[config.mk]
export PLATFORM = sky130hd
export DESIGN_NAME = axistream_swap_arbiter
export DESIGN_NICKNAME = d
export VERILOG_FILES = /design/src/rtl/axistream_swap_pkg.sv /design/src/rtl/axistream_route_fifo.sv /design/src/rtl/axistream_swap_arbiter.sv
export SDC_FILE = /design/constraint.sdc
export NUM_CORES = 1
export LEC_CHECK = 0
export ABC_AREA = 1
export BUFFER_PORTS_ARGS = -buffer_cell sky130_fd_sc_hd__clkbuf_2
export CAP_MARGIN = 20
export CORE_ASPECT_RATIO = 1.25
export CORE_MARGIN = 4
export CORE_UTILIZATION = 39
export DETAILED_ROUTE_END_ITERATION = 16
export PLACE_DENSITY = 0.73
export RECOVER_POWER = 25
export SLEW_MARGIN = 5
export SYNTH_ARGS = -nofsm -noshare
export SYNTH_HDL_FRONTEND = slang
export SYNTH_SLANG_ARGS = --single-unit
[constraint.sdc]
create_clock -name clk -period 2.1 [get_ports clk]
set_clock_uncertainty 0.1 [all_clocks]
set_input_delay 0.42 -clock clk [delete_from_list [all_inputs] [get_ports clk]]
set_output_delay 0.42 -clock clk [all_outputs]
set_load 0.01 [all_outputs]
[src/rtl/axistream_swap_pkg.sv]
// Shared types for the compare-swap arbiter: FSM encodings, requester id, pointer width.
// Latency: n/a (types only).
// Backpressure: n/a.
package axistream_swap_pkg;

    localparam int ID_W = 1;

    typedef logic [ID_W-1:0] req_id_t;

    typedef enum logic [1:0] {
        ST_IDLE   = 2'd0,
        ST_GRANT0 = 2'd1,
        ST_GRANT1 = 2'd2
    } arb_state_e;

    function automatic int ptr_width(input int depth);
        return (depth <= 2) ? 1 : $clog2(depth);
    endfunction

endpackage

[src/rtl/axistream_route_fifo.sv]
// Route FIFO holding the requester id of every packet in flight through the shared stage.
// Latency: push visible at head one cycle later; pop frees the slot the same edge.
// Backpressure: push ignored when full, pop ignored when empty; full/empty flags exported.
module axistream_route_fifo
    import axistream_swap_pkg::*;
#(
    parameter int DEPTH = 4
) (
    input  logic    clk,
    input  logic    rst_n,
    input  logic    push_vld,
    input  req_id_t push_dat,
    input  logic    pop_vld,
    output req_id_t head_dat,
    output logic    full,
    output logic    empty
);

    localparam int PW = ptr_width(DEPTH);

    req_id_t        mem_q [DEPTH];
    req_id_t        mem_d [DEPTH];
    logic [PW-1:0]  wr_ptr_q, wr_ptr_d;
    logic [PW-1:0]  rd_ptr_q, rd_ptr_d;
    logic [PW:0]    cnt_q, cnt_d;
    logic           do_push, do_pop;

    assign full     = (cnt_q == (PW+1)'(DEPTH));
    assign empty    = (cnt_q == '0);
    assign head_dat = mem_q[rd_ptr_q];
    assign do_push  = push_vld && !full;
    assign do_pop   = pop_vld && !empty;

    always_comb begin
        mem_d    = mem_q;
        wr_ptr_d = wr_ptr_q;
        rd_ptr_d = rd_ptr_q;
        cnt_d    = cnt_q;
        if (do_push) begin
            mem_d[wr_ptr_q] = push_dat;
            wr_ptr_d        = wr_ptr_q + 1'b1;
        end
        if (do_pop) begin
            rd_ptr_d = rd_ptr_q + 1'b1;
        end
        // Power-of-two depth lets the pointers wrap without compare logic.
        case ({do_push, do_pop})
            2'b10:   cnt_d = cnt_q + 1'b1;
            2'b01:   cnt_d = cnt_q - 1'b1;
            default: cnt_d = cnt_q;
        endcase
    end

    always_ff @(posedge clk or negedge rst_n) begin
        if (!rst_n) begin
            for (int i = 0; i < DEPTH; i++) begin
                mem_q[i] <= '0;
            end
            wr_ptr_q <= '0;
            rd_ptr_q <= '0;
            cnt_q    <= '0;
        end else begin
            mem_q    <= mem_d;
            wr_ptr_q <= wr_ptr_d;
            rd_ptr_q <= rd_ptr_d;
            cnt_q    <= cnt_d;
        end
    end

endmodule

[src/rtl/axistream_swap_arbiter.sv]
// Packet-granular round-robin arbiter sharing one compare-swap stage between two requesters;
// zero added latency on both the forward and return paths; route FIFO full stalls new grants,
// return path follows head-of-route destination tready. Optional watchdog: AXISTREAM_SWAP_ARB_WATCHDOG_EN.
module axistream_swap_arbiter
    import axistream_swap_pkg::*;
#(
    parameter int DATA_WIDTH  = 8,
    parameter int ROUTE_DEPTH = 4,
    parameter int TIMEOUT     = 256
) (
    input  logic                  clk,
    input  logic                  rst_n,
    input  logic                  s0_tvalid,
    output logic                  s0_tready,
    input  logic [DATA_WIDTH-1:0] s0_tdata,
    input  logic                  s0_tlast,
    input  logic                  s1_tvalid,
    output logic                  s1_tready,
    input  logic [DATA_WIDTH-1:0] s1_tdata,
    input  logic                  s1_tlast,
    output logic                  m_tvalid,
    input  logic                  m_tready,
    output logic [DATA_WIDTH-1:0] m_tdata,
    output logic                  m_tlast,
    input  logic                  r_tvalid,
    output logic                  r_tready,
    input  logic [DATA_WIDTH-1:0] r_tdata,
    input  logic                  r_tlast,
    output logic                  d0_tvalid,
    input  logic                  d0_tready,
    output logic [DATA_WIDTH-1:0] d0_tdata,
    output logic                  d0_tlast,
    output logic                  d1_tvalid,
    input  logic                  d1_tready,
    output logic [DATA_WIDTH-1:0] d1_tdata,
    output logic                  d1_tlast,
    output logic                  wd_err
);

    arb_state_e state_q, state_d;
    req_id_t    last_grant_q, last_grant_d;
    logic       push_vld;
    req_id_t    push_dat;
    logic       pop_vld;
    req_id_t    head_dat;
    logic       fifo_full, fifo_empty;

    axistream_route_fifo #(
        .DEPTH (ROUTE_DEPTH)
    ) u_route_fifo (
        .clk      (clk),
        .rst_n    (rst_n),
        .push_vld (push_vld),
        .push_dat (push_dat),
        .pop_vld  (pop_vld),
        .head_dat (head_dat),
        .full     (fifo_full),
        .empty    (fifo_empty)
    );

    always_comb begin
        state_d      = state_q;
        last_grant_d = last_grant_q;
        push_vld     = 1'b0;
        push_dat     = '0;
        s0_tready    = 1'b0;
        s1_tready    = 1'b0;
        m_tvalid     = 1'b0;
        m_tdata      = '0;
        m_tlast      = 1'b0;
        case (state_q)
            ST_IDLE: begin
                if (!fifo_full && (s0_tvalid || s1_tvalid)) begin
                    push_vld = 1'b1;
                    // Tie goes to whoever did not win last time.
                    if (s0_tvalid && s1_tvalid) begin
                        push_dat = ~last_grant_q;
                    end else begin
                        push_dat = s1_tvalid ? 1'b1 : 1'b0;
                    end
                    state_d = (push_dat == 1'b1) ? ST_GRANT1 : ST_GRANT0;
                end
            end
            ST_GRANT0: begin
                m_tvalid  = s0_tvalid;
                m_tdata   = s0_tdata;
                m_tlast   = s0_tlast;
                s0_tready = m_tready;
                if (s0_tvalid && m_tready && s0_tlast) begin
                    state_d      = ST_IDLE;
                    last_grant_d = 1'b0;
                end
            end
            ST_GRANT1: begin
                m_tvalid  = s1_tvalid;
                m_tdata   = s1_tdata;
                m_tlast   = s1_tlast;
                s1_tready = m_tready;
                if (s1_tvalid && m_tready && s1_tlast) begin
                    state_d      = ST_IDLE;
                    last_grant_d = 1'b1;
                end
            end
            default: state_d = ST_IDLE;
        endcase
    end

    always_comb begin
        r_tready  = 1'b0;
        d0_tvalid = 1'b0;
        d1_tvalid = 1'b0;
        d0_tdata  = r_tdata;
        d0_tlast  = r_tlast;
        d1_tdata  = r_tdata;
        d1_tlast  = r_tlast;
        if (!fifo_empty) begin
            if (head_dat == 1'b0) begin
                d0_tvalid = r_tvalid;
                r_tready  = d0_tready;
            end else begin
                d1_tvalid = r_tvalid;
                r_tready  = d1_tready;
            end
        end
    end

    assign pop_vld = r_tvalid && r_tready && r_tlast;

    always_ff @(posedge clk or negedge rst_n) begin
        if (!rst_n) begin
            state_q      <= ST_IDLE;
            last_grant_q <= 1'b1;
        end else begin
            state_q      <= state_d;
            last_grant_q <= last_grant_d;
        end
    end

`ifdef AXISTREAM_SWAP_ARB_WATCHDOG_EN
    localparam int WD_W = $clog2(TIMEOUT + 1);

    logic [WD_W-1:0] wd_cnt_q, wd_cnt_d;
    logic            wd_err_q, wd_err_d;

    always_comb begin
        wd_cnt_d = wd_cnt_q;
        if (state_q == ST_IDLE || (m_tvalid && m_tready)) begin
            wd_cnt_d = '0;
        end else if (((state_q == ST_GRANT0) && !s0_tvalid) ||
                     ((state_q == ST_GRANT1) && !s1_tvalid)) begin
            if (wd_cnt_q != WD_W'(TIMEOUT)) begin
                wd_cnt_d = wd_cnt_q + 1'b1;
            end
        end
        wd_err_d = wd_err_q || (wd_cnt_d == WD_W'(TIMEOUT));
    end

    always_ff @(posedge clk or negedge rst_n) begin
        if (!rst_n) begin
            wd_cnt_q <= '0;
            wd_err_q <= 1'b0;
        end else begin
            wd_cnt_q <= wd_cnt_d;
            wd_err_q <= wd_err_d;
        end
    end

    assign wd_err = wd_err_q;
`else
    assign wd_err = 1'b0;
`endif

endmodule

==> flow_metrics.env, run 1 <==
export IMPL_synth_nets=207
export IMPL_clock_sinks=14
export IMPL_wl_per_cell_um=10.00
export IMPL_syn_area_um2=1186
export IMPL_p_clk_share_pct=10.4
export IMPL_vias=1075
export IMPL_cp_end_kind="register"
export IMPL_fp_dieW_um=57.33
export IMPL_ir_drop_uv=555.8
export IMPL_synth_compound_area_share_pct=10.65
export IMPL_drive_gt1_share_pct=40.50
export IMPL_num_io_pins=69
export IMPL_fmax_ghz=0.4851
export IMPL_outcome="completed"
export IMPL_yosysSeqAreaShare_pct=29.64
export IMPL_min_period_over_period_pct=98.17
export IMPL_critical_path_peak_fanout=3
export IMPL_start_util_pct=40.65
export IMPL_fin_crit_ns=2.062
export IMPL_dp_final_hpwl_um=1881
export IMPL_grt_overflow_total=0
export IMPL_synthAdderAreaFrac_pct=10.13
export IMPL_clock_path_buffers=2
export IMPL_fin_ws_ns=0.03846
export IMPL_drc=0
export IMPL_yosysTopAreaCell="dfrtp_1"
export IMPL_synth_async_reset_ratio_pct=100.0
export IMPL_io_buffer_count=43
export IMPL_synth_edf_count=0
export IMPL_synth_simple_area_share_pct=26.37
export IMPL_power_leakage_uw=0.0007879
export IMPL_clock_latency_ns=0.28
export IMPL_vias_per_cell=4.555
export IMPL_n_antenna_cell=0
export IMPL_rsz0062_at_grt="yes"
export IMPL_pre_cts_slack_ns=-0.04698
export IMPL_cts_max_level=1
export IMPL_crit_start="state_q[1]$_DFFE_PN0P_"
export IMPL_area_delta_synth_final_pct=22.79
export IMPL_drtIter0Drc=18
export IMPL_yosys_warnings=0
export IMPL_p_sw_share_pct=46.14
export IMPL_avgSynthCellArea_um2=7.277
export IMPL_holdCritStartpoint="s1_tvalid"
export IMPL_synth_xor_area_share_pct=2.954
export IMPL_synth_top_family_by_area="simple AND/OR/NAND/NOR gates"
export IMPL_arrival_ns=2.13
export IMPL_synth_seq_cells=14
export IMPL_cts_buffers=3
export IMPL_place_congestion=0.7612
export IMPL_pwr_share_comb_pct=62.7
export IMPL_track_usage_pct=11.71
export IMPL_yosys_top_cells_area="dfrtp_1 27%, nand2_1 16%, buf_4 12%"
export IMPL_synth_cell_types=25
export IMPL_crit_required_ns=2.17
export IMPL_netlist_instances=163
export IMPL_antenna_found_initial=0
export IMPL_cts_clk_slew_worst_paths_ns=0.09
export IMPL_setup_viol=0
export IMPL_yosysTopAreaCellShare_pct=27.43
export IMPL_grt_pass1_vias=981
export IMPL_yosys_most_used_dff="dfrtp_1"
export IMPL_postRouteAntennaNets=0
export IMPL_p_seq_share_pct=26.9
export IMPL_timing_rr_start="state_q[1]$_DFFE_PN0P_"
export IMPL_dieArea_um2=3993
export IMPL_die_h_um=69.66
export IMPL_final_max_slew_violation_count=0
export IMPL_synth_mux_area_share_pct=0
export IMPL_grt_pass1_wl_um=3843
export IMPL_drt_wl_total_um=2360
export IMPL_ys_top_cells_by_count="50 x nand2_1, 19 x buf_4, 16 x inv_1"
export IMPL_p_int_uw=998.2
export IMPL_finalHoldViolations=0
export IMPL_dr_pass1_iters=4
export IMPL_powerDensity_nw_per_um2=1273
export IMPL_nets=245
export IMPL_final_util_pct=49.91
export IMPL_worstSetupPathType="reg2reg"
export IMPL_cts_tree="done"
export IMPL_max_cap_violations=0
export IMPL_root_buffer="clkbuf_4"
export IMPL_fp_row_count=22
export IMPL_yosysMostFrequentCell="nand2_1"
export IMPL_hold_path_class="in2reg"
export IMPL_p_sw_uw=855.1
export IMPL_start_kind="register"
export IMPL_grt_max_degree=15
export IMPL_coreArea_um2=2918
-- critical path, cell delays in order (launching register included) --
cell and delay, ns:
dfrtp_1 0.41, inv_1 0.12, ha_1 0.21, inv_1 0.14, nor2_8 0.06, inv_2 0.04
ha_1 0.14, inv_2 0.05, fa_2 0.35, a21oi_2 0.13, o21ai_1 0.08, xor2_1 0.14
-- flip-flops by register name (all words and copies together), names as in the netlist --
register and flops:
u_route_fifo.mem_q 4, u_route_fifo.rd_ptr_q 2, last_grant_q 1, state_q 2, u_route_fifo.wr_ptr_q 2, u_route_fifo.cnt_q 3
-- per-stage QoR --
stage               power (uW)  hold slack [ns]   TNS (ns)  cells  instance area (um^2)
finish                    1853           0.3835          0    236                  1456
CTS                       1798           0.3785          0    234                  1411
floorplan                 1289          0.02441          0    163                  1186
global route              2063           0.3763    -0.2889    236                  1456
global placement          1548           0.2393  -0.008651    227                  1345
detailed placement        1568           0.2512   -0.04698    227                  1345
-- final timing paths --
check | endpoint | slack (ns) | cells after the start
min | u_route_fifo.mem_q[2]$_DFFE_PN0P_ | 0.38 | 3
min reg2reg | last_grant_q$_DFFE_PN1P_ | 0.39 | 2
max | u_route_fifo.cnt_q[2]$_DFFE_PN0P_ | 0.04 | 11
min in group asynchronous | u_route_fifo.cnt_q[1]$_DFFE_PN0P_ | 0.46 | 2
max in group asynchronous | last_grant_q$_DFFE_PN1P_ | 1.14 | 2
max reg2reg | u_route_fifo.cnt_q[2]$_DFFE_PN0P_ | 0.04 | 11
-- per-layer routing --
metal  part of all wire, %  GRT usage [%]  vias up  wire, um
met3                    10          1.676        9       238
met1                    41          14.65      456       961
met5                     0              0        -         0
met4                   2.2          6.186        0        52
li1                      -              -      563         -
met2                    47          19.06       47      1109
-- timing repair --
action / CTS / global route
hold buffers: 1 / 0
endpoints found under the hold margin: 13 / 0
gates resized for setup: 3 / 8
endpoints found under the setup margin: 10 / 11
cloned: 0 / 0
buffers inserted: 2 / 2
-- layout by cell type (no fill, tap or decap), drive strengths merged --
| cell | netlist | final |
|---|---|---|
| nand2 | 53 | 53 |
| clkbuf | 3 | 47 |
| inv | 21 | 21 |
| dfrtp | 13 | 13 |
| a21oi | 13 | 13 |
| buf | 19 | 11 |
| nand3 | 10 | 10 |
| o21ai | 9 | 9 |
| ha | 8 | 8 |
| xor2 | 3 | 3 |
| nor2 | 3 | 3 |
| o22ai | 2 | 2 |
| nand4 | 1 | 1 |
| xnor2 | 1 | 1 |
| clkinv | 1 | 1 |
| fa | 1 | 1 |
| conb | 1 | 1 |
| dlygate4sd3 | 0 | 1 |
| dfstp | 1 | 1 |
-- logic make-up after synthesis --
kind of cell    count (synthesis)
compound gates                 24
xor+xnor                        4
fa+ha+maj                       9
buf+inv                        44
flops                          14
other cells                     1
simple gates                   67
-- area by class of cell --
class	instances	area (um^2)
timing repair buffer	55	307.8
tap	36	45.04
sequential	14	351.6
fill	309	1461
multi-input combinational	105	633.1
clock buffer	4	36.28
inverter	22	82.58
-- power by group through the flow --
stage,clock network (uW),logic (uW),registers (uW)
6_report,193,1160,498
5_1_grt,213,1340,512
4_1_cts,198,1110,491
3_5_place_dp,0,1070,495
3_3_place_gp,0,1050,495
2_1_floorplan,0,814,475
No activity file was read; power rests on OpenSTA's default activity.
==> inputs of run 2 (changes only) <==
Settings changed: ABC_AREA 1 to default, CELL_PAD_IN_SITES_DETAIL_PLACEMENT from default to 0, CELL_PAD_IN_SITES_GLOBAL_PLACEMENT from default to 2, CORE_UTILIZATION 39 to 23, PLACE_DENSITY 0.73 to 0.75.
Clock period 2.1 ns to 2.22 ns, I/O delays scaled along.
==> run 2 against run 1 <==
  * The flow now finishes with violations (negative setup slack)
  * Highest routed layer unchanged
  * Critical endpoint unchanged
  * Clock power grew 24%
  * Routed wire length is 7.4% higher
  * Area after synthesis down 2.4%
  * Sequential cell count unchanged
  * Synthesized cell count down 23%
  * Combinational power about the same
  * Sequential share of layout area is 0.17 points higher
==> flow_metrics.env, run 2 <==
export IMPL_outcome="finished, violations left"
export IMPL_violations="negative setup slack"
export IMPL_holdBufCountCts=0
export IMPL_postRouteAntennaNets=0
export IMPL_seq_area_um2=351.6
export IMPL_nets=206
export IMPL_yosys_warnings=0
export IMPL_synth_cell_types=31
export IMPL_n_antenna_cell=0
export IMPL_grt_max_degree=15
export IMPL_synth_edf_count=0
export IMPL_cts_max_level=1
export IMPL_final_util_pct=30.14
export IMPL_coreArea_um2=4800
export IMPL_die_h_um=87.31
export IMPL_clock_path_buffers=2
export IMPL_start_util_pct=24.11
export IMPL_rsz0062_at_grt="yes"
export IMPL_final_area_um2=1446
export IMPL_vias_per_cell=4.339
export IMPL_cts_tree="done"
export IMPL_fp_row_count=28
export IMPL_io_buffer_count=43
export IMPL_tightest_slew_ns=0.7384
export IMPL_power_leakage_uw=0.0006982
export IMPL_highest_layer="met4"
export IMPL_layout_commonest_cell="clkbuf_2"
export IMPL_grt_pass1_wl_um=4057
export IMPL_synth_seq_cells=14
export IMPL_dr_pass1_iters=4
export IMPL_fp_dieW_um=71.45
export IMPL_fmax_ghz=0.4378
export IMPL_dieArea_um2=6238
export IMPL_largest_reg_flops=4
export IMPL_syn_area_um2=1157
export IMPL_arrival_ns=2.34
export IMPL_wl_met2_um=1148
export IMPL_cts_buffers=3
export IMPL_powerDensity_nw_per_um2=1290
export IMPL_regMostFlops="u_route_fifo.mem_q"
export IMPL_yosysTopAreaCellShare_pct=28.11
export IMPL_wl_per_cell_um=11.47
export IMPL_dpl_cell_area_um2=1339
export IMPL_yosysTopAreaCell="dfrtp_1"
export IMPL_clock_latency_ns=0.24
export IMPL_drtIter0Drc=19
export IMPL_wl_met1_um=1026
export IMPL_crit_start="u_route_fifo.rd_ptr_q[1]$_DFFE_PN0P_"
export IMPL_grt_pass1_vias=934
export IMPL_yosysSeqAreaShare_pct=30.38
export IMPL_setup_viol=1
export IMPL_dp_final_hpwl_um=2065
export IMPL_num_io_pins=69
export IMPL_critical_path_peak_fanout=3
export IMPL_antenna_found_initial=0
export IMPL_slew_headroom_pct=50.78
export IMPL_ys_top_cells_by_count="19 x buf_4, 13 x dfrtp_1, 11 x a22oi_1, 11 x nor2b_1, 9 x inv_1"
export IMPL_clock_sinks=14
export IMPL_ir_drop_uv=524.5
export IMPL_drc=0
export IMPL_placed_cells=212
export IMPL_timing_rr_start="u_route_fifo.rd_ptr_q[1]$_DFFE_PN0P_"
export IMPL_reg2regPathDepth=10
export IMPL_synth_nets=169
export IMPL_regToRegSetupSlack_ns=-0.06
export IMPL_worstSetupPathType="reg2reg"
export IMPL_max_cap_violations=0
export IMPL_met3_length_um=318
export IMPL_root_buffer="clkbuf_8"
export IMPL_drt_wl_total_um=2534
export IMPL_track_usage_pct=7.902
export IMPL_fin_ws_ns=-0.06415
export IMPL_finalHoldViolations=0
export IMPL_drive_gt1_share_pct=42.24
export IMPL_yosys_top_cells_area="dfrtp_1 28%, buf_4 12%, ha_1 8.6%"
export IMPL_fin_crit_ns=2.284
export IMPL_crit_required_ns=2.28
export IMPL_cts_clk_slew_worst_paths_ns=0.06
export IMPL_start_kind="register"
export IMPL_yosys_most_used_dff="dfrtp_1"
export IMPL_hold_path_class="in2async"
export IMPL_synth_async_reset_ratio_pct=100.0
export IMPL_cp_end_kind="register"
export IMPL_area_delta_synth_final_pct=24.97
export IMPL_grt_overflow_total=0
export IMPL_layout_common_cells="41 x clkbuf_2, 13 x dfrtp_1, 11 x a22oi_1, 11 x nor2b_1, 11 x buf_4"
export IMPL_top_regs="u_route_fifo.mem_q x4, u_route_fifo.cnt_q x3"
export IMPL_fillCellCount=508
export IMPL_netlist_instances=125
export IMPL_place_congestion=0.7570
export IMPL_final_max_slew_violation_count=0
export IMPL_yosysMostFrequentCell="buf_4"
export IMPL_avgSynthCellArea_um2=9.259
export IMPL_multi_input_area_um2=634.4
export IMPL_instances_no_fill=221
export IMPL_timing_rr_end="u_route_fifo.cnt_q[2]$_DFFE_PN0P_"
export IMPL_vias=959
export IMPL_min_period_over_period_pct=102.9
[run 2: cell families after synthesis]
logic type	Yosys count	synth area share (%)
AOI/OAI and AO/OA	21	13.95
xor gates and xnor gates	5	3.784
adders and majority gates	9	10.38
buffers and inverters	31	16.22
DFF	14	30.38
muxes	11	10.05
other	1	0.3240
and+or+nand+nor	33	14.92
[run 2: repair_timing]
| item | 4_1_cts | 5_1_grt |
|---|---|---|
| endpoints found under the setup margin | 1 | 14 |
| buffers inserted | 4 | 2 |
| pin swaps | 4 | 5 |
| gates resized for setup | 4 | 4 |
| gates cloned | 0 | 0 |
[run 2: area by class of cell]
type	count	area share, %
Multi-Input combinational cell	80	43.86
Clock buffer	4	3.806
Sequential cell	14	24.31
Timing Repair Buffer	54	20.50
Inverter	9	2.336
Tap cell	60	5.190
[run 2: worst max-delay path, cell delays in order, from the launching register on]
cell	delay (ns)
dfrtp_1	0.41
mux2i_2	0.28
mux2i_1	0.15
mux2i_1	0.15
nor2_1	0.14
ha_2	0.21
inv_2	0.04
fa_2	0.32
xor2_1	0.14
nor2_1	0.11
xor2_1	0.17
[run 2: power by group]
part / leakage (uW) / switching (uW) / internal (uW)
clock network: 0.0000288 / 82.5 / 157
registers: 0.000168 / 100 / 386
logic: 0.000501 / 551 / 590
total: 0.000698 / 734 / 1130
[run 2: how the worst max path moves through the flow]
stage / end / cells after the start
after floorplan: u_route_fifo.cnt_q[2]$_DFFE_PN0P_ / 10
after global placement: u_route_fifo.cnt_q[2]$_DFFE_PN0P_ / 10
after detailed placement: u_route_fifo.cnt_q[2]$_DFFE_PN0P_ / 10
after CTS: u_route_fifo.cnt_q[2]$_DFFE_PN0P_ / 10
after global routing: u_route_fifo.cnt_q[2]$_DFFE_PN0P_ / 10
final: u_route_fifo.cnt_q[2]$_DFFE_PN0P_ / 10
[run 2: through the flow]
step | setup WS [ns] | hold WS, ns | power (uW) | TNS [ns]
6_report | -0.06415 | 0.1412 | 1866 | -0.06415
5_1_grt | -0.1754 | 0.2254 | 2033 | -0.2381
4_1_cts | -0.05062 | 0.01468 | 1870 | -0.05062
3_5_place_dp | -0.1149 | 0.2712 | 1541 | -0.1149
3_3_place_gp | 0.05451 | 0.2598 | 1490 | 0
2_1_floorplan | 0.04414 | 0.04841 | 1204 | 0
[run 2: metal layers]
layer	vias to the layer above	track usage, %
li1	470	-
met3	5	2.540
met5	-	0
met1	431	8.140
met2	53	14.13
met4	0	4.103
